--- config.mk ---
export PLATFORM = sky130hd
export DESIGN_NAME = bar_frame_scheduler_flat
export DESIGN_NICKNAME = d
export VERILOG_FILES = /design/src/rtl/vis_pkg.sv /design/src/rtl/bar_frame_scheduler_if.sv /design/src/rtl/bar_column_cursor.sv /design/src/rtl/bar_frame_scheduler.sv /design/src/flat_wrapper.sv
export SDC_FILE = /design/constraint.sdc
export NUM_CORES = 1
export LEC_CHECK = 0
export CORE_AREA = 2 2 168 170
export DETAILED_ROUTE_END_ITERATION = 12
export DIE_AREA = 0 0 170 172
export DONT_BUFFER_PORTS = 1
export GPL_ROUTABILITY_DRIVEN = 1
export PLACE_DENSITY = 0.77
export SLEW_MARGIN = 15
export SYNTH_ARGS = -nofsm -noshare
export SYNTH_HDL_FRONTEND = slang
export SYNTH_SLANG_ARGS = --single-unit
--- constraint.sdc ---
create_clock -name vgaclk -period 6.1 [get_ports vgaclk]
set_input_delay 1.22 -clock vgaclk [delete_from_list [all_inputs] [get_ports vgaclk]]
set_output_delay 1.22 -clock vgaclk [all_outputs]
set_load 0.01 [all_outputs]
--- src/rtl/vis_pkg.sv ---
// VGA 640x480@60 timing constants and the shared types used by the bar-graph display path.
package vis_pkg;

  localparam int unsigned HPIXELS = 640;
  localparam int unsigned HFP     = 16;
  localparam int unsigned HSPULSE = 96;
  localparam int unsigned HBP     = 48;
  localparam int unsigned HTOTAL  = HPIXELS + HFP + HSPULSE + HBP;

  localparam int unsigned VPIXELS = 480;
  localparam int unsigned VFP     = 10;
  localparam int unsigned VSPULSE = 2;
  localparam int unsigned VBP     = 33;
  localparam int unsigned VTOTAL  = VPIXELS + VFP + VSPULSE + VBP;

  typedef enum logic [1:0] {
    IDLE,
    FETCH,
    DRAIN
  } sched_state_t;

  typedef struct packed {
    logic [2:0] r;
    logic [2:0] g;
    logic [1:0] b;
  } rgb332_t;

endpackage

--- src/rtl/bar_frame_scheduler_if.sv ---
// Writer handshake plus bar-height memory port; slave is the scheduler's view.
interface bar_frame_scheduler_if #(
  parameter int unsigned NUM_BARS = 32,
  parameter int unsigned HEIGHT_W = 9
);
  localparam int unsigned IDX_W = $clog2(NUM_BARS);

  logic                wr_valid;
  logic                wr_ready;
  logic [IDX_W-1:0]    wr_idx;
  logic [HEIGHT_W-1:0] wr_height;
  logic                wr_frame_done;

  logic [IDX_W:0]      mem_addr;
  logic                mem_we;
  logic [HEIGHT_W-1:0] mem_wdata;
  logic [HEIGHT_W-1:0] mem_rdata;

  modport slave (
    input  wr_valid, wr_idx, wr_height, wr_frame_done, mem_rdata,
    output wr_ready, mem_addr, mem_we, mem_wdata
  );

  modport master (
    output wr_valid, wr_idx, wr_height, wr_frame_done, mem_rdata,
    input  wr_ready, mem_addr, mem_we, mem_wdata
  );
endinterface

--- src/rtl/bar_column_cursor.sv ---
// Tracks which bar and which pixel within it the current hc falls on.
module bar_column_cursor
  import vis_pkg::*;
#(
  parameter int unsigned NUM_BARS = 32,
  parameter int unsigned BAR_W    = 20,
  localparam int unsigned IDX_W   = $clog2(NUM_BARS),
  localparam int unsigned SUB_W   = $clog2(BAR_W)
) (
  input  logic             vgaclk,
  input  logic             rst,
  input  logic [9:0]       hc,
  output logic [IDX_W-1:0] bar_idx,
  output logic [SUB_W-1:0] sub
);

  logic [IDX_W-1:0] bar_idx_q, bar_idx_d;
  logic [SUB_W-1:0] sub_q, sub_d;

  // Restarting on the last column of the line keeps the cursor in step with hc=0.
  always_comb begin
    bar_idx_d = bar_idx_q;
    sub_d     = sub_q;
    if (hc == 10'(HTOTAL - 1)) begin
      bar_idx_d = '0;
      sub_d     = '0;
    end else if (sub_q == SUB_W'(BAR_W - 1)) begin
      sub_d     = '0;
      bar_idx_d = bar_idx_q + IDX_W'(1);
    end else begin
      sub_d     = sub_q + SUB_W'(1);
    end
  end

  always_ff @(posedge vgaclk) begin
    if (rst) begin
      bar_idx_q <= '0;
      sub_q     <= '0;
    end else begin
      bar_idx_q <= bar_idx_d;
      sub_q     <= sub_d;
    end
  end

  assign bar_idx = bar_idx_q;
  assign sub     = sub_q;

endmodule

--- src/rtl/bar_frame_scheduler.sv ---
// Double-banked bar-height memory arbiter: swaps/fetches once per frame in vblank
// and renders the bar graph colour from the cached front bank.
module bar_frame_scheduler
  import vis_pkg::*;
#(
  parameter int unsigned NUM_BARS = 32,
  parameter int unsigned BAR_W    = 20,
  parameter int unsigned HEIGHT_W = 9,
  parameter logic [7:0]  BAR_RGB  = 8'b000_111_11
) (
  input  logic                  vgaclk,
  input  logic                  rst,
  input  logic [9:0]            hc,
  input  logic [9:0]            vc,
  bar_frame_scheduler_if.slave  bus,
  output logic                  frame_swapped,
  output logic                  front_bank,
  output logic [2:0]            pix_red,
  output logic [2:0]            pix_green,
  output logic [1:0]            pix_blue
);

  localparam int unsigned IDX_W = $clog2(NUM_BARS);
  localparam int unsigned SUB_W = $clog2(BAR_W);

  sched_state_t        state_q, state_d;
  logic                front_bank_q, front_bank_d;
  logic                swap_pending_q, swap_pending_d;
  logic [IDX_W-1:0]    fetch_idx_q, fetch_idx_d;
  logic                cap_valid_q, cap_valid_d;
  logic [IDX_W-1:0]    cap_idx_q, cap_idx_d;
  logic [HEIGHT_W-1:0] cache_q [NUM_BARS];
  logic [HEIGHT_W-1:0] cache_d [NUM_BARS];

  logic             trig;
  logic             take_t;
  logic             swap_req;
  logic             accept;
  logic [IDX_W-1:0] bar_idx;
  logic [SUB_W-1:0] sub;

  assign trig     = (hc == 10'd0) && (vc == 10'(VPIXELS));
  assign take_t   = trig && (state_q == IDLE);
  assign swap_req = swap_pending_q | bus.wr_frame_done;

  bar_column_cursor #(
    .NUM_BARS (NUM_BARS),
    .BAR_W    (BAR_W)
  ) u_cursor (
    .vgaclk  (vgaclk),
    .rst     (rst),
    .hc      (hc),
    .bar_idx (bar_idx),
    .sub     (sub)
  );

  // Read k is issued in cycle T+k and captured one cycle later, so the capture
  // pointer trails the fetch pointer by one and DRAIN takes the last word.
  always_comb begin
    state_d        = state_q;
    front_bank_d   = front_bank_q;
    swap_pending_d = swap_pending_q | bus.wr_frame_done;
    fetch_idx_d    = fetch_idx_q;
    cap_valid_d    = 1'b0;
    cap_idx_d      = cap_idx_q;
    cache_d        = cache_q;
    if (cap_valid_q) begin
      cache_d[cap_idx_q] = bus.mem_rdata;
    end
    case (state_q)
      IDLE: begin
        if (trig) begin
          state_d = FETCH;
          if (swap_req) begin
            front_bank_d   = ~front_bank_q;
            swap_pending_d = 1'b0;
          end
          fetch_idx_d = IDX_W'(1);
          cap_valid_d = 1'b1;
          cap_idx_d   = '0;
        end
      end
      FETCH: begin
        cap_valid_d = 1'b1;
        cap_idx_d   = fetch_idx_q;
        fetch_idx_d = fetch_idx_q + IDX_W'(1);
        if (fetch_idx_q == IDX_W'(NUM_BARS - 1)) begin
          state_d = DRAIN;
        end
      end
      DRAIN:   state_d = IDLE;
      default: state_d = IDLE;
    endcase
  end

  always_ff @(posedge vgaclk) begin
    if (rst) begin
      state_q        <= IDLE;
      front_bank_q   <= 1'b0;
      swap_pending_q <= 1'b0;
      fetch_idx_q    <= '0;
      cap_valid_q    <= 1'b0;
      cap_idx_q      <= '0;
      for (int unsigned i = 0; i < NUM_BARS; i++) begin
        cache_q[i] <= '0;
      end
    end else begin
      state_q        <= state_d;
      front_bank_q   <= front_bank_d;
      swap_pending_q <= swap_pending_d;
      fetch_idx_q    <= fetch_idx_d;
      cap_valid_q    <= cap_valid_d;
      cap_idx_q      <= cap_idx_d;
      cache_q        <= cache_d;
    end
  end

  assign bus.wr_ready = !rst && (state_q == IDLE) && !trig;
  assign accept       = bus.wr_valid && bus.wr_ready;
  assign frame_swapped = !rst && take_t && swap_req;
  assign front_bank    = front_bank_q;

  // The first read at T already targets the bank being swapped in.
  always_comb begin
    bus.mem_addr  = '0;
    bus.mem_we    = 1'b0;
    bus.mem_wdata = '0;
    if (!rst) begin
      if (state_q == FETCH) begin
        bus.mem_addr = {front_bank_q, fetch_idx_q};
      end else if (take_t) begin
        bus.mem_addr = {front_bank_q ^ swap_req, {IDX_W{1'b0}}};
      end else if (accept) begin
        bus.mem_addr  = {~front_bank_q, bus.wr_idx};
        bus.mem_we    = 1'b1;
        bus.mem_wdata = bus.wr_height;
      end
    end
  end

  logic [31:0] col_h;
  logic [31:0] col_sat;
  logic        lit;
  rgb332_t     pix;

  always_comb begin
    col_h   = 32'(cache_q[bar_idx]);
    col_sat = (col_h >= VPIXELS) ? VPIXELS : col_h;
    lit     = !rst
              && (hc < 10'(HPIXELS))
              && (vc < 10'(VPIXELS))
              && (sub != SUB_W'(BAR_W - 1))
              && (32'(vc) >= (VPIXELS - col_sat));
    pix     = lit ? rgb332_t'(BAR_RGB) : '0;
  end

  assign pix_red   = pix.r;
  assign pix_green = pix.g;
  assign pix_blue  = pix.b;

endmodule

--- src/flat_wrapper.sv ---
// flat-port wrapper written by rule: the top's interface ports become plain ports
module bar_frame_scheduler_flat import vis_pkg::*;
#(
  parameter int unsigned NUM_BARS = 32,
  parameter int unsigned BAR_W    = 20,
  parameter int unsigned HEIGHT_W = 9,
  parameter logic [7:0]  BAR_RGB  = 8'b000_111_11
)
  (vgaclk, rst, hc, vc, frame_swapped, front_bank, pix_red, pix_green, pix_blue, bus_wr_valid, bus_wr_idx, bus_wr_height, bus_wr_frame_done, bus_mem_rdata, bus_wr_ready, bus_mem_addr, bus_mem_we, bus_mem_wdata);
  bar_frame_scheduler_if #(.NUM_BARS(NUM_BARS), .HEIGHT_W(HEIGHT_W)) bus_i ();
  input  logic vgaclk;
  input  logic rst;
  input  logic [9:0] hc;
  input  logic [9:0] vc;
  output logic frame_swapped;
  output logic front_bank;
  output logic [2:0] pix_red;
  output logic [2:0] pix_green;
  output logic [1:0] pix_blue;
  input wire logic [$bits(bus_i.wr_valid)-1:0] bus_wr_valid;
  input wire logic [$bits(bus_i.wr_idx)-1:0] bus_wr_idx;
  input wire logic [$bits(bus_i.wr_height)-1:0] bus_wr_height;
  input wire logic [$bits(bus_i.wr_frame_done)-1:0] bus_wr_frame_done;
  input wire logic [$bits(bus_i.mem_rdata)-1:0] bus_mem_rdata;
  output wire logic [$bits(bus_i.wr_ready)-1:0] bus_wr_ready;
  output wire logic [$bits(bus_i.mem_addr)-1:0] bus_mem_addr;
  output wire logic [$bits(bus_i.mem_we)-1:0] bus_mem_we;
  output wire logic [$bits(bus_i.mem_wdata)-1:0] bus_mem_wdata;
  assign bus_i.wr_valid = bus_wr_valid;
  assign bus_i.wr_idx = bus_wr_idx;
  assign bus_i.wr_height = bus_wr_height;
  assign bus_i.wr_frame_done = bus_wr_frame_done;
  assign bus_i.mem_rdata = bus_mem_rdata;
  assign bus_wr_ready = bus_i.wr_ready;
  assign bus_mem_addr = bus_i.mem_addr;
  assign bus_mem_we = bus_i.mem_we;
  assign bus_mem_wdata = bus_i.mem_wdata;
  bar_frame_scheduler #(.NUM_BARS(NUM_BARS), .BAR_W(BAR_W), .HEIGHT_W(HEIGHT_W), .BAR_RGB(BAR_RGB)) u_core (.vgaclk(vgaclk), .rst(rst), .hc(hc), .vc(vc), .bus(bus_i), .frame_swapped(frame_swapped), .front_bank(front_bank), .pix_red(pix_red), .pix_green(pix_green), .pix_blue(pix_blue));
endmodule
* After elaboration in Yosys (flattened, before gate mapping)
Index checks and enable logic that the tools add are counted.
Word-level totals: register bits 313, input bits 47, output and inout bits 27, word-level logic and storage cells 117
Operators by class: $add $sub $neg 4, $lt $le $gt $ge 7, equal/unequal tests 8, muxes and demuxes 31, bitwise gates (word level) 5, reduce and logical (&&, ||, !) cells 22
Operators by type and width (count):
- 288-bit bitwise mux | 1
- 9-bit two-way mux | 8
- 9-bit binary-select mux with 5-bit select | 1
- 9-bit demux with 5-bit select | 1
- 10-bit by 32-bit greater-or-equal comparator with 1-bit output | 1
- 9-bit by 32-bit subtractor with 32-bit output (first input constant) | 1
- 6-bit two-way mux | 4
- 5-bit case mux with 2 select lines | 2
- 5-bit by 1-bit adder with 5-bit output (second input constant) | 3
- 5-bit two-way mux | 3
- 6-bit greater-or-equal comparator (second input constant) | 2
- 1-bit logical AND | 12
- 5-bit NOT with 6-bit output | 2
- 10-bit equality test (second input constant) | 1
- 10-bit by 9-bit equality test with 1-bit output (second input constant) | 1
- 5-bit equality test (second input constant) | 2
- 10-bit zero test | 1
- 10-bit less-than comparator (second input constant) | 1
- 10-bit by 9-bit less-than comparator with 1-bit output (second input constant) | 1
- 9-bit greater-or-equal comparator (second input constant) | 1
- 1-bit two-way mux | 7
- 6-bit by 1-bit less-than comparator with 1-bit output (second input constant) | 1
- 5-bit inequality test (second input constant) | 1
- 2-bit two-way mux | 2
- other kinds (14) | 17

* Depth between registers and ports, before layout
Gate-level depths: netlist of run 1.
depth in word-level cells 10, depth in mapped cells 22, gate-level depth less buffers 17

* Modules after synthesis
Synthesis of run 1 repeated with hierarchy kept, for this count alone.
Unflattened totals: cells, all modules 1488, area, all modules 14562.7 um^2
Modules (own cells, without submodules):
- bar_frame_scheduler | instances 1, cells each 1442, area an instance 14107.3 um^2, seq. area each 6065.8 um^2
- bar_column_cursor | instances 1, cells each 46, area an instance 455.4 um^2, seq. area each 200.2 um^2

* Worst setup path after synthesis of run 1
Ideal clock, no wire load.
kind reg-to-output, from reg u_core.u_cursor.bar_idx_q[0], in the netlist u_core.u_cursor.bar_idx[0], to out pix_blue[0], arrival time 3.869 ns, data required time 4.880 ns, slack 1.011 ns, cell stages (with the launch flop) 21, path buffers 3, path through dfxtp_1 > buf_6 > buf_6 > mux4_2 > a22o_1 > a211oi_1 > a41oi_1 > nand4_2 > nand2_1 > ha_1 > a21o_1 > o22ai_1 > ha_1 > a21o_1 > a21oi_1 > o21ai_0 > a21o_1 > a211oi_1 > nor2_1 > o221a_2 > buf_4
On the way: longest elaborated chain between the ends 10
Ends and longest elaborated chain:
- start, declared | line bar_column_cursor.sv:17 | logic [IDX_W-1:0] bar_idx_q, bar_idx_d;
- start signal, assigned | line bar_column_cursor.sv:40 | bar_idx_q <= bar_idx_d;
- 5-bit NOT with 6-bit output (not written as such) * | line bar_frame_scheduler.sv:147 | col_h = 32'(cache_q[bar_idx]);
- 9-bit binary-select mux with 5-bit select * | line bar_frame_scheduler.sv:147
- 9-bit two-way mux (not written as such) * (2 in a row) | line bar_frame_scheduler.sv:147
- 9-bit greater-or-equal comparator | line bar_frame_scheduler.sv:148 | col_sat = (col_h >= VPIXELS) ? VPIXELS : col_h;
- 9-bit two-way mux * | line bar_frame_scheduler.sv:148
- 9-bit by 32-bit subtractor with 32-bit output * | line bar_frame_scheduler.sv:153 | && (32'(vc) >= (VPIXELS - col_sat));
- 10-bit by 32-bit greater-or-equal comparator with 1-bit output * | line bar_frame_scheduler.sv:153
- 1-bit logical AND * | line bar_frame_scheduler.sv:153
- via u_core.lit | line bar_frame_scheduler.sv:143 | logic lit;
- 5-bit two-way mux * | line bar_frame_scheduler.sv:154 | pix = lit ? rgb332_t'(BAR_RGB) : '0;
- end, declared | line flat_wrapper.sv:19 | output logic [1:0] pix_blue;
The timed path passes the listed nets; every way through them passes the cells marked *. The select of a mux whose other input is x is not followed.

* Worst setup path after layout of run 1
from reg u_core.u_cursor.bar_idx_q[0], in the netlist u_core.u_cursor.bar_idx[0], to out pix_blue[0]
On the way: longest elaborated chain between the ends 10
Ends and longest elaborated chain (line):
- 5-bit NOT with 6-bit output (not written as such) * | bar_frame_scheduler.sv:147
- 9-bit binary-select mux with 5-bit select * | bar_frame_scheduler.sv:147
- 9-bit two-way mux (not written as such) * (2 in a row) | bar_frame_scheduler.sv:147
- 9-bit greater-or-equal comparator | bar_frame_scheduler.sv:148
- 9-bit two-way mux * | bar_frame_scheduler.sv:148
- 9-bit by 32-bit subtractor with 32-bit output * | bar_frame_scheduler.sv:153
- 10-bit by 32-bit greater-or-equal comparator with 1-bit output * | bar_frame_scheduler.sv:153
- 1-bit logical AND * | bar_frame_scheduler.sv:153
- 5-bit two-way mux * | bar_frame_scheduler.sv:154
Every way passes the cells marked *; elsewhere a longest branch is shown, timed or not. The select of a mux whose other input is x is not followed.

==> results of run 1 <==
registers in the layout (all words and copies together) (netlist names):
name                     flops
u_core.front_bank            1
u_core.swap_pending_q        1
u_core.cap_idx_q             5
u_core.u_cursor.sub          5
u_core.cache_q             288
u_core.state_q               2
u_core.fetch_idx_q           5
u_core.u_cursor.bar_idx      5
u_core.cap_valid_q           1
kinds of logic (layout without fill, tap and decap cells):
family	Yosys count	count (layout)	synth area share, %
AOI/OAI and AO/OA	134	134	6.203
xor gates and xnor gates	10	10	0.6006
adders and majority gates	16	16	1.373
buffers and inverters	136	113	4.607
DFF	313	313	42.96
muxes	354	354	28.38
other	2	4	0.05149
and+or+nand+nor	529	529	15.82
worst max-delay path, cell delays in order (launching register included):
cell,delay [ps]
dfxtp_4,430
buf_4,140
mux4_2,480
a22o_1,260
a211oi_1,480
a41oi_2,140
nand4_4,200
nand2_1,110
ha_2,220
inv_1,110
nor2_1,60
a311o_1,360
a31oi_1,200
ha_1,270
a21o_1,160
a211oi_1,220
nor2_1,70
o221a_2,380
metal layers:
layer	up-vias	wire [um]	global-route usage, %
met2	604	18470	43.35
met5	-	0	0
met3	102	3553	4.395
li1	5136	-	-
met4	0	1377	10.85
met1	5523	16630	35.04
where the power goes:
group	total (mW)	switching, mW	internal (mW)
Sequential	2.05	0.00161	2.05
Combinational	0.0283	0.0140	0.0143
Clock	2.06	0.819	1.24
Yosys cell counts, types with 7 or more instances:
cell type / n
ha_1: 16
buf_4: 17
buf_6: 7
dfxtp_1: 313
inv_1: 9
nand3_1: 49
and3_1: 17
nand2_1: 96
nor2_1: 292
a21oi_1: 55
mux4_1: 7
xnor2_1: 8
nor2_2: 13
nor3_1: 13
clkbuf_1: 92
mux2i_1: 304
a22oi_1: 27
nor3b_1: 9
mux4_2: 38
stage by stage:
| step | power [mW] | cells |
|---|---|---|
| finish | 4.139 | 1819 |
| global route | 4.239 | 1819 |
| CTS | 4.154 | 1800 |
| detailed placement | 2.120 | 1744 |
| global placement | 2.120 | 1744 |
| floorplan | 2.166 | 1496 |
worst paths after layout:
path / start / to / slack (ps) / cells past startpoint
max: u_core.u_cursor.bar_idx[0] / pix_blue[0] / 80 / 17
min: u_core.cache_q[283] / u_core.cache_q[283] / 460 / 2
max reg2reg: u_core.cap_valid_q / u_core.cache_q[139] / 3730 / 5
min reg2reg: u_core.cache_q[283] / u_core.cache_q[283] / 460 / 2
layout make-up:
class                      count  area [um2]  area share [%]
sequential                   313        6277           39.28
tap                          346       432.9           2.709
clock buffer                  48        1017           6.366
multi-input combinational   1047        7717           48.30
timing repair buffer          48       404.1           2.529
clock inverter                 8       96.34          0.6029
inverter                       9       33.78          0.2114
repair_timing:
action,4_1_cts,5_1_grt
setup endpoints to repair,5,5
setup buffers,0,19
resized for setup,1,11
pin swaps,0,1
==> flow_metrics.env, run 1 <==
export IMPL_crit_path_start_kind="register"
export IMPL_dpl_cell_area_um2=14640
export IMPL_syn2layout_area_growth_pct=9.566
export IMPL_synth_warnings=0
export IMPL_firstDrtPassIters=7
export IMPL_std_cell_rows=61
export IMPL_critPathRequiredTime_ps=4880
export IMPL_setup_violations=0
export IMPL_wl_um=40030
export IMPL_track_usage_pct=26.49
export IMPL_drtIter0Drc=1278
export IMPL_synthArstFlopShare_pct=0
export IMPL_hold_path_class="register to register"
export IMPL_cts_tree="yes"
export IMPL_clockRootBuffer="clkbuf_16"
export IMPL_finalClockSkew_ps=9.635
export IMPL_drc=0
export IMPL_outcome="finished clean"
export IMPL_vias_per_cell=6.248
export IMPL_p_leak_nw=6.212
export IMPL_slew_headroom_pct=34.86
export IMPL_critical_path_peak_fanout=12
export IMPL_grt_start_max_net_pins=311
export IMPL_setup_slack_ps=82.50
export IMPL_wire_per_inst_um=22.01
export IMPL_drv_cap=0
export IMPL_grt_pass1_vias=10680
export IMPL_grt_pass1_wl_um=60130
export IMPL_cts_sinks=313
export IMPL_cts_buffers_inserted=35
export IMPL_hold_violations=0
export IMPL_clockBufferDepth=3
export IMPL_dpl_worst_slack_ps=472.1
export IMPL_ctsHoldBuffers=0
export IMPL_synth_largest_area_cell="dfxtp_1"
export IMPL_die_y_um=172
export IMPL_end_kind="output port"
export IMPL_synth_cells=1494
export IMPL_synth_edf_count=0
export IMPL_vdd_drop_max_v=0.0001426
export IMPL_fp_dieArea_um2=29240
export IMPL_ys_types=67
export IMPL_synthFlopType="dfxtp_1"
export IMPL_post_route_min_period_ps=6018
export IMPL_place_congestion=0.9589
export IMPL_finish_utilization_pct=58.16
export IMPL_io_pins=74
export IMPL_crit_type="register to output port"
export IMPL_avgSynthCellArea_um2=9.762
export IMPL_die_x_um=170
export IMPL_htree_levels=2
export IMPL_hpwl_um=25120
export IMPL_drv_slew=0
export IMPL_max_slew_worst_pin_slew_ps=977.1
export IMPL_antenna_left=0
export IMPL_max_freq_mhz=166.2
export IMPL_path_clk_slew_ps=60
export IMPL_overflow=0
export IMPL_ys_seq_elements=313
export IMPL_core_region_area_um2=27480
export IMPL_dr_total_vias=11370
export IMPL_final_area_um2=15980
export IMPL_power_density_nw_per_um2=259.0
export IMPL_port_buffers=0
export IMPL_clock_latency_ps=510
export IMPL_num_antenna_cells=0
export IMPL_initial_core_util_pct=53.08
export IMPL_yosys_area_top_type_share_pct=42.96
export IMPL_drive_gt1_share_pct=12.02
export IMPL_layout_commonest_cell="dfxtp_1"
export IMPL_antenna_found_initial=0
export IMPL_num_nets_final=1517
export IMPL_netlist_area_um2=14580
export IMPL_arrival_ps=4800
export IMPL_fin_hold_ws_ps=457.9
export IMPL_fillers=2268
export IMPL_period_share_pct=98.65
export IMPL_setup_tns_ps=0
export IMPL_yosysSeqAreaShare_pct=42.96
export IMPL_final_cell_mix="dfxtp_1, mux2i_1, nor2_1"
export IMPL_synth_area_leaders="dfxtp_1, mux2i_1, nor2_1"
Power figures use the tool's default switching activity.
==> run 2, diff against run 1 <==
SYNTH_HIERARCHICAL = 1   (was default)
==> run 2 against run 1 <==
First-iteration DRC count down 13%. Utilization up 0.11 points. Power down 0.64%. Register-to-register slack worse by 20 ps. Clock skew up 2.1 ps. Sequential power about the same. Hold slack better by 9.7 ps. Flip-flop and latch count unchanged. Die area unchanged. Clock-buffer cell count up 7.
==> flow_metrics.env, run 2 <==
export IMPL_die_y_um=172
export IMPL_setup_tns_ps=0
export IMPL_fp_dieArea_um2=29240
export IMPL_rsz0062_at_grt="no"
export IMPL_core_region_area_um2=27480
export IMPL_wl_um=37730
export IMPL_yosys_cell_count_top_type="mux2i_1"
export IMPL_layout_commonest_cell="mux2i_1"
export IMPL_ys_types=64
export IMPL_std_cell_rows=61
export IMPL_slew_headroom_pct=19.04
export IMPL_synth_largest_area_cell="dfxtp_1"
export IMPL_finalClockSkew_ps=11.74
export IMPL_yosysSeqAreaShare_pct=43.03
export IMPL_hold_path_class="register to register"
export IMPL_initial_core_util_pct=53.00
export IMPL_netlist_top_cells_count="mux2i_1, dfxtp_1, nor2_1, clkbuf_1, nand2_1"
export IMPL_outcome="finished clean"
export IMPL_netlist_area_um2=14560
export IMPL_grt_pass1_vias=10730
export IMPL_synth_compound_area_share_pct=5.662
export IMPL_synthFlopType="dfxtp_1"
export IMPL_synth_warnings=6
export IMPL_place_congestion=0.8618
export IMPL_num_antenna_cells=0
export IMPL_arrival_ps=4720
export IMPL_drv_slew=0
export IMPL_die_x_um=170
export IMPL_drc=0
export IMPL_cts_tree="yes"
export IMPL_yosys_area_top_type_share_pct=43.03
export IMPL_slowest_stage="mux4_1"
export IMPL_cts_sinks=313
export IMPL_track_usage_pct=25.67
export IMPL_antenna_left=0
export IMPL_ctsHoldBuffers=0
export IMPL_path_common_cell="a21o_1"
export IMPL_num_nets_final=1510
export IMPL_largest_register="u_core/cache_q"
export IMPL_grt_start_max_net_pins=314
export IMPL_synthArstFlopShare_pct=0
export IMPL_vdd_drop_max_v=0.0002237
export IMPL_synth_fa_ha_area_share_pct=1.289
export IMPL_synth_xor_area_share_pct=0.4210
export IMPL_synth_area_leaders="dfxtp_1, mux2i_1, nor2_1"
export IMPL_p_leak_nw=6.298
export IMPL_end_kind="output port"
export IMPL_overflow=0
export IMPL_max_freq_mhz=168.4
export IMPL_power_density_nw_per_um2=256.8
export IMPL_max_slew_worst_pin_slew_ps=1210
export IMPL_cts_buffers_inserted=34
export IMPL_synth_mux_area_share_pct=29.21
export IMPL_clockBufferDepth=3
export IMPL_setup_violations=0
export IMPL_syn2layout_area_growth_pct=9.941
export IMPL_max_stage_delay_ps=570
export IMPL_largest_reg_flops=288
export IMPL_crit_type="register to output port"
export IMPL_ys_seq_elements=313
export IMPL_synth_cells=1488
export IMPL_drive_gt1_share_pct=11.60
export IMPL_firstDrtPassIters=7
export IMPL_drtIter0Drc=1117
export IMPL_dr_total_vias=11110
export IMPL_critical_path_peak_fanout=8
export IMPL_wire_per_inst_um=20.73
export IMPL_avgSynthCellArea_um2=9.787
export IMPL_port_buffers=0
export IMPL_total_power_mw=4.112
export IMPL_vias_per_cell=6.106
export IMPL_crit_path_start_kind="register"
export IMPL_synth_simple_gate_area_share_pct=16.20
export IMPL_clockRootBuffer="clkbuf_16"
export IMPL_grt_pass1_wl_um=58690
export IMPL_io_pins=74
export IMPL_post_route_min_period_ps=5937
export IMPL_crit_path_cell_trace="mux4_1 -> mux2_2 -> a22o_1 -> a211o_1 -> nor4b_4 -> nor2b_1 -> inv_1 -> ha_1 -> inv_1 -> ha_1 -> a21o_1 -> a21o_1 -> a21o_1 -> a21o_1 -> a2111oi_4 -> nor3_2 -> buf_4"
export IMPL_clock_latency_ps=500
export IMPL_final_cell_mix="mux2i_1, dfxtp_1, nor2_1"
export IMPL_hold_violations=0
export IMPL_path_clk_slew_ps=60
export IMPL_synth_top_family_by_area="multiplexers"
export IMPL_period_share_pct=97.32
export IMPL_htree_levels=2
export IMPL_synth_edf_count=0
export IMPL_antenna_found_initial=0
export IMPL_hpwl_um=24050
export IMPL_critPathRequiredTime_ps=4880
export IMPL_drv_cap=0
## run 2: cell types whose count changed after synthesis, sizes merged, moves of 4 or more
cell and delta:
nand2 -15, nand3 -5, o22ai -4, nor2b +4, nor3 +4, inv -4
a21oi -7, mux4 -4, mux2i +22, a211oi -4, a22oi +12, xnor2 -4
## run 2: worst max-delay path, delay by kind of cell (launching register included)
family	cells	cell delay [ps]
simple gates	3	420
fa+ha+maj	2	530
flops	1	430
mux	2	840
buf+inv	3	300
compound gates	7	1710
## run 2: worst paths after layout
kind	from	to	slack, ps	depth (start not counted)
setup reg to reg	u_core/cap_idx_q[1]	u_core/cache_q[180]	3710	4
hold reg to reg	u_core/cache_q[283]	u_core/cache_q[283]	470	2
setup / recovery	u_core/u_cursor/bar_idx[1]	pix_green[0]	160	17
hold / removal	u_core/cache_q[283]	u_core/cache_q[283]	470	2
## run 2: cell families after synthesis
| kind of cell | after synthesis |
|---|---|
| AO/OA/AOI/OAI | 126 |
| flip-flops | 313 |
| XOR/XNOR | 7 |
| other | 2 |
| AND/OR/NAND/NOR | 522 |
| multiplexers | 372 |
| buffers and inverters | 131 |
| adder cells (fa/ha/maj) | 15 |
## run 2: where the power goes
part	total [mW]	switching, mW	internal, mW	leakage (nW)
registers	2.05	0.00186	2.04	2.52
clock network	2.03	0.805	1.23	0.547
logic	0.0328	0.0157	0.0172	3.23
## run 2: final cells by class
class                   count  area, um2
clock buffers              55       1054
fillers                  2220      11470
repair buffers             48      400.4
inverters                   5      18.77
flip-flops and latches    313       6279
multi-input cells        1046       7760
well taps                 346      432.9
clock inverters             7      66.31
## run 2: through the flow
| stage | hold WS, ps | setup slack, ps | instance area (um2) | utilization (%) | std cells |
|---|---|---|---|---|---|
| after floorplan | 431.5 | 824.9 | 14570 | - | 1490 |
| after global placement | 438.3 | 275.6 | 14690 | 53.47 | 1744 |
| after detailed placement | 449.6 | 252.7 | 14690 | 53.47 | 1744 |
| after global routing | 491.8 | 3.451 | 16010 | 58.27 | 1820 |
| after CTS | 459.5 | 12.98 | 15860 | 57.71 | 1808 |
| final | 467.5 | 163.5 | 16010 | 58.27 | 1820 |
## run 2: routing by layer
| layer | GRT usage, % | vias to the layer above | routed length (um) |
|---|---|---|---|
| li1 | - | 5130 | - |
| met1 | 33.62 | 5363 | 15940 |
| met2 | 42.93 | 508 | 17580 |
| met3 | 3.502 | 110 | 2744 |
| met4 | 10.26 | 2 | 1375 |
| met5 | 2.261 | - | 82 |
## run 2: timing repair
item                       CTS  global route
buffers inserted             2            12
gates resized for setup      4            11
hold endpoints to repair     0             0
pin swaps                    0             1
setup endpoints to repair    5             5
==> run 3, diff against run 2 <==
clock period = 6.23 ns   (was 6.1 ns; I/O delays follow)
==> run 3 against run 2 <==
Via count fell by 1.2%. Clock-buffer cell count fell by 6. Routed wire length shrank 0.80%. Clock power down 14%. Die area did not move. Flip-flop and latch count unchanged. Hold slack lost 9.0 ps. Critical path type unchanged. First-iteration DRC count fell by 4.7%. Register-to-register slack better by 150 ps. Clock skew decreased by 5.0 ps. Global-route usage down 0.31 points. Power decreased by 8.1%.
==> flow_metrics.env, run 3 (synthesis gave the netlist of run 2 again) <==
export IMPL_outcome="finished clean"
export IMPL_rsz0062_at_grt="no"
export IMPL_die_y_um=172
export IMPL_layout_commonest_cell="mux2i_1"
export IMPL_drv_cap=0
export IMPL_crit_type="register to output port"
export IMPL_hpwl_um=23930
export IMPL_hold_path_startpoint="u_core/cache_q[281]"
export IMPL_drc=0
export IMPL_syn2layout_area_growth_pct=8.445
export IMPL_period_share_pct=96.64
export IMPL_crit_path_start_kind="register"
export IMPL_slew_headroom_pct=20.87
export IMPL_finalClockSkew_ps=6.736
export IMPL_largest_reg_flops=288
export IMPL_clockBufferDepth=3
export IMPL_fillers=2289
export IMPL_wire_per_inst_um=20.70
export IMPL_drtIter0Drc=1065
export IMPL_critical_path_peak_fanout=5
export IMPL_fin_hold_ws_ps=458.5
export IMPL_clock_latency_ps=560
export IMPL_place_congestion=0.8555
export IMPL_drv_slew=0
export IMPL_dpl_cell_area_um2=14700
export IMPL_hold_path_class="register to register"
export IMPL_die_x_um=170
export IMPL_htree_levels=1
export IMPL_grt_start_max_net_pins=314
export IMPL_dr_total_vias=10980
export IMPL_grt_pass1_wl_um=58300
export IMPL_antenna_found_initial=0
export IMPL_overflow=0
export IMPL_crit_start="u_core/u_cursor/bar_idx[1]"
export IMPL_drive_gt1_share_pct=10.81
export IMPL_end_kind="output port"
export IMPL_final_cell_mix="mux2i_1, dfxtp_1, nor2_1"
export IMPL_fp_dieArea_um2=29240
export IMPL_num_nets_final=1503
export IMPL_clockRootBuffer="clkbuf_16"
export IMPL_final_area_um2=15790
export IMPL_arrival_ps=4770
export IMPL_max_slew_worst_pin_slew_ps=1183
export IMPL_vias_per_cell=6.074
export IMPL_firstDrtPassIters=5
export IMPL_setup_tns_ps=0
export IMPL_io_pins=74
export IMPL_hold_violations=0
export IMPL_setup_violations=0
export IMPL_track_usage_pct=25.37
export IMPL_vdd_drop_max_v=0.0001852
export IMPL_cts_tree="yes"
export IMPL_max_freq_mhz=166.1
export IMPL_critPathRequiredTime_ps=4980
export IMPL_core_region_area_um2=27480
export IMPL_path_clk_slew_ps=60
export IMPL_antenna_left=0
export IMPL_std_cell_rows=61
export IMPL_port_buffers=0
export IMPL_num_antenna_cells=0
export IMPL_post_route_min_period_ps=6021
export IMPL_power_density_nw_per_um2=239.2
export IMPL_wl_um=37430
export IMPL_cts_buffers_inserted=31
export IMPL_grt_pass1_vias=10790
export IMPL_initial_core_util_pct=53.00
export IMPL_p_leak_nw=6.182
export IMPL_cts_sinks=313
export IMPL_r2r_start="u_core/cap_idx_q[0]"
export IMPL_largest_register="u_core/cache_q"
export IMPL_finish_utilization_pct=57.48
==> run 3: power breakdown <==
| group | switching, mW | leakage (nW) | internal (mW) |
|---|---|---|---|
| registers | 0.00205 | 2.52 | 2.00 |
| logic | 0.0149 | 3.21 | 0.0167 |
| clock network | 0.751 | 0.451 | 0.991 |
==> run 3: timing repair <==
action | in CTS | in global routing
gates resized for setup | 6 | 12
hold endpoints to repair | 0 | 0
hold buffers | 0 | 0
pin swaps | 1 | 0
setup endpoints to repair | 5 | 5
buffers inserted | 2 | 8
==> run 3: per-layer routing <==
metal | GRT usage (%) | up-vias | part of all wire [%]
met2 | 41.60 | 467 | 46
met3 | 4.395 | 108 | 7.8
li1 | - | 5115 | -
met1 | 33.29 | 5291 | 42
met5 | 0 | - | 0
met4 | 10.63 | 0 | 3.9
==> run 3: layout make-up <==
class	instances	area, um2	area share [%]
repair buffers	44	367.9	2.329
clock inverters	5	50.05	0.3169
flip-flops and latches	313	6279	39.76
inverters	5	18.77	0.1188
multi-input cells	1046	7771	49.21
clock buffers	49	873.3	5.530
well taps	346	432.9	2.741
==> run 3: worst max-delay path, stage by stage (launching register included) <==
cell,delay [ps]
dfxtp_4,400
mux4_1,550
mux2_2,270
a22o_1,290
a211o_1,370
nor4b_4,180
nor2b_2,150
inv_1,60
ha_1,270
inv_1,40
ha_1,270
a21o_1,160
a21o_1,170
a21o_1,180
a21o_1,210
a2111oi_4,370
nor3_2,80
buf_4,200
==> run 3: worst paths after layout <==
| check | depth (start not counted) | slack (ps) | end |
|---|---|---|---|
| max | 17 | 210 | pix_green[0] |
| min | 2 | 460 | u_core/cache_q[281] |
| min reg2reg | 2 | 460 | u_core/cache_q[281] |
| max reg2reg | 5 | 3860 | u_core/cache_q[62] |
==> run 3: stage by stage <==
stage / worst slack (ps) / total power, mW / std cells
2_1_floorplan: 928.9 / 2.123 / 1490
3_3_place_gp: 550.5 / 2.078 / 1744
3_5_place_dp: 363.3 / 2.079 / 1744
4_1_cts: 81.92 / 3.792 / 1800
5_1_grt: 11.36 / 3.880 / 1808
6_report: 209.3 / 3.778 / 1808
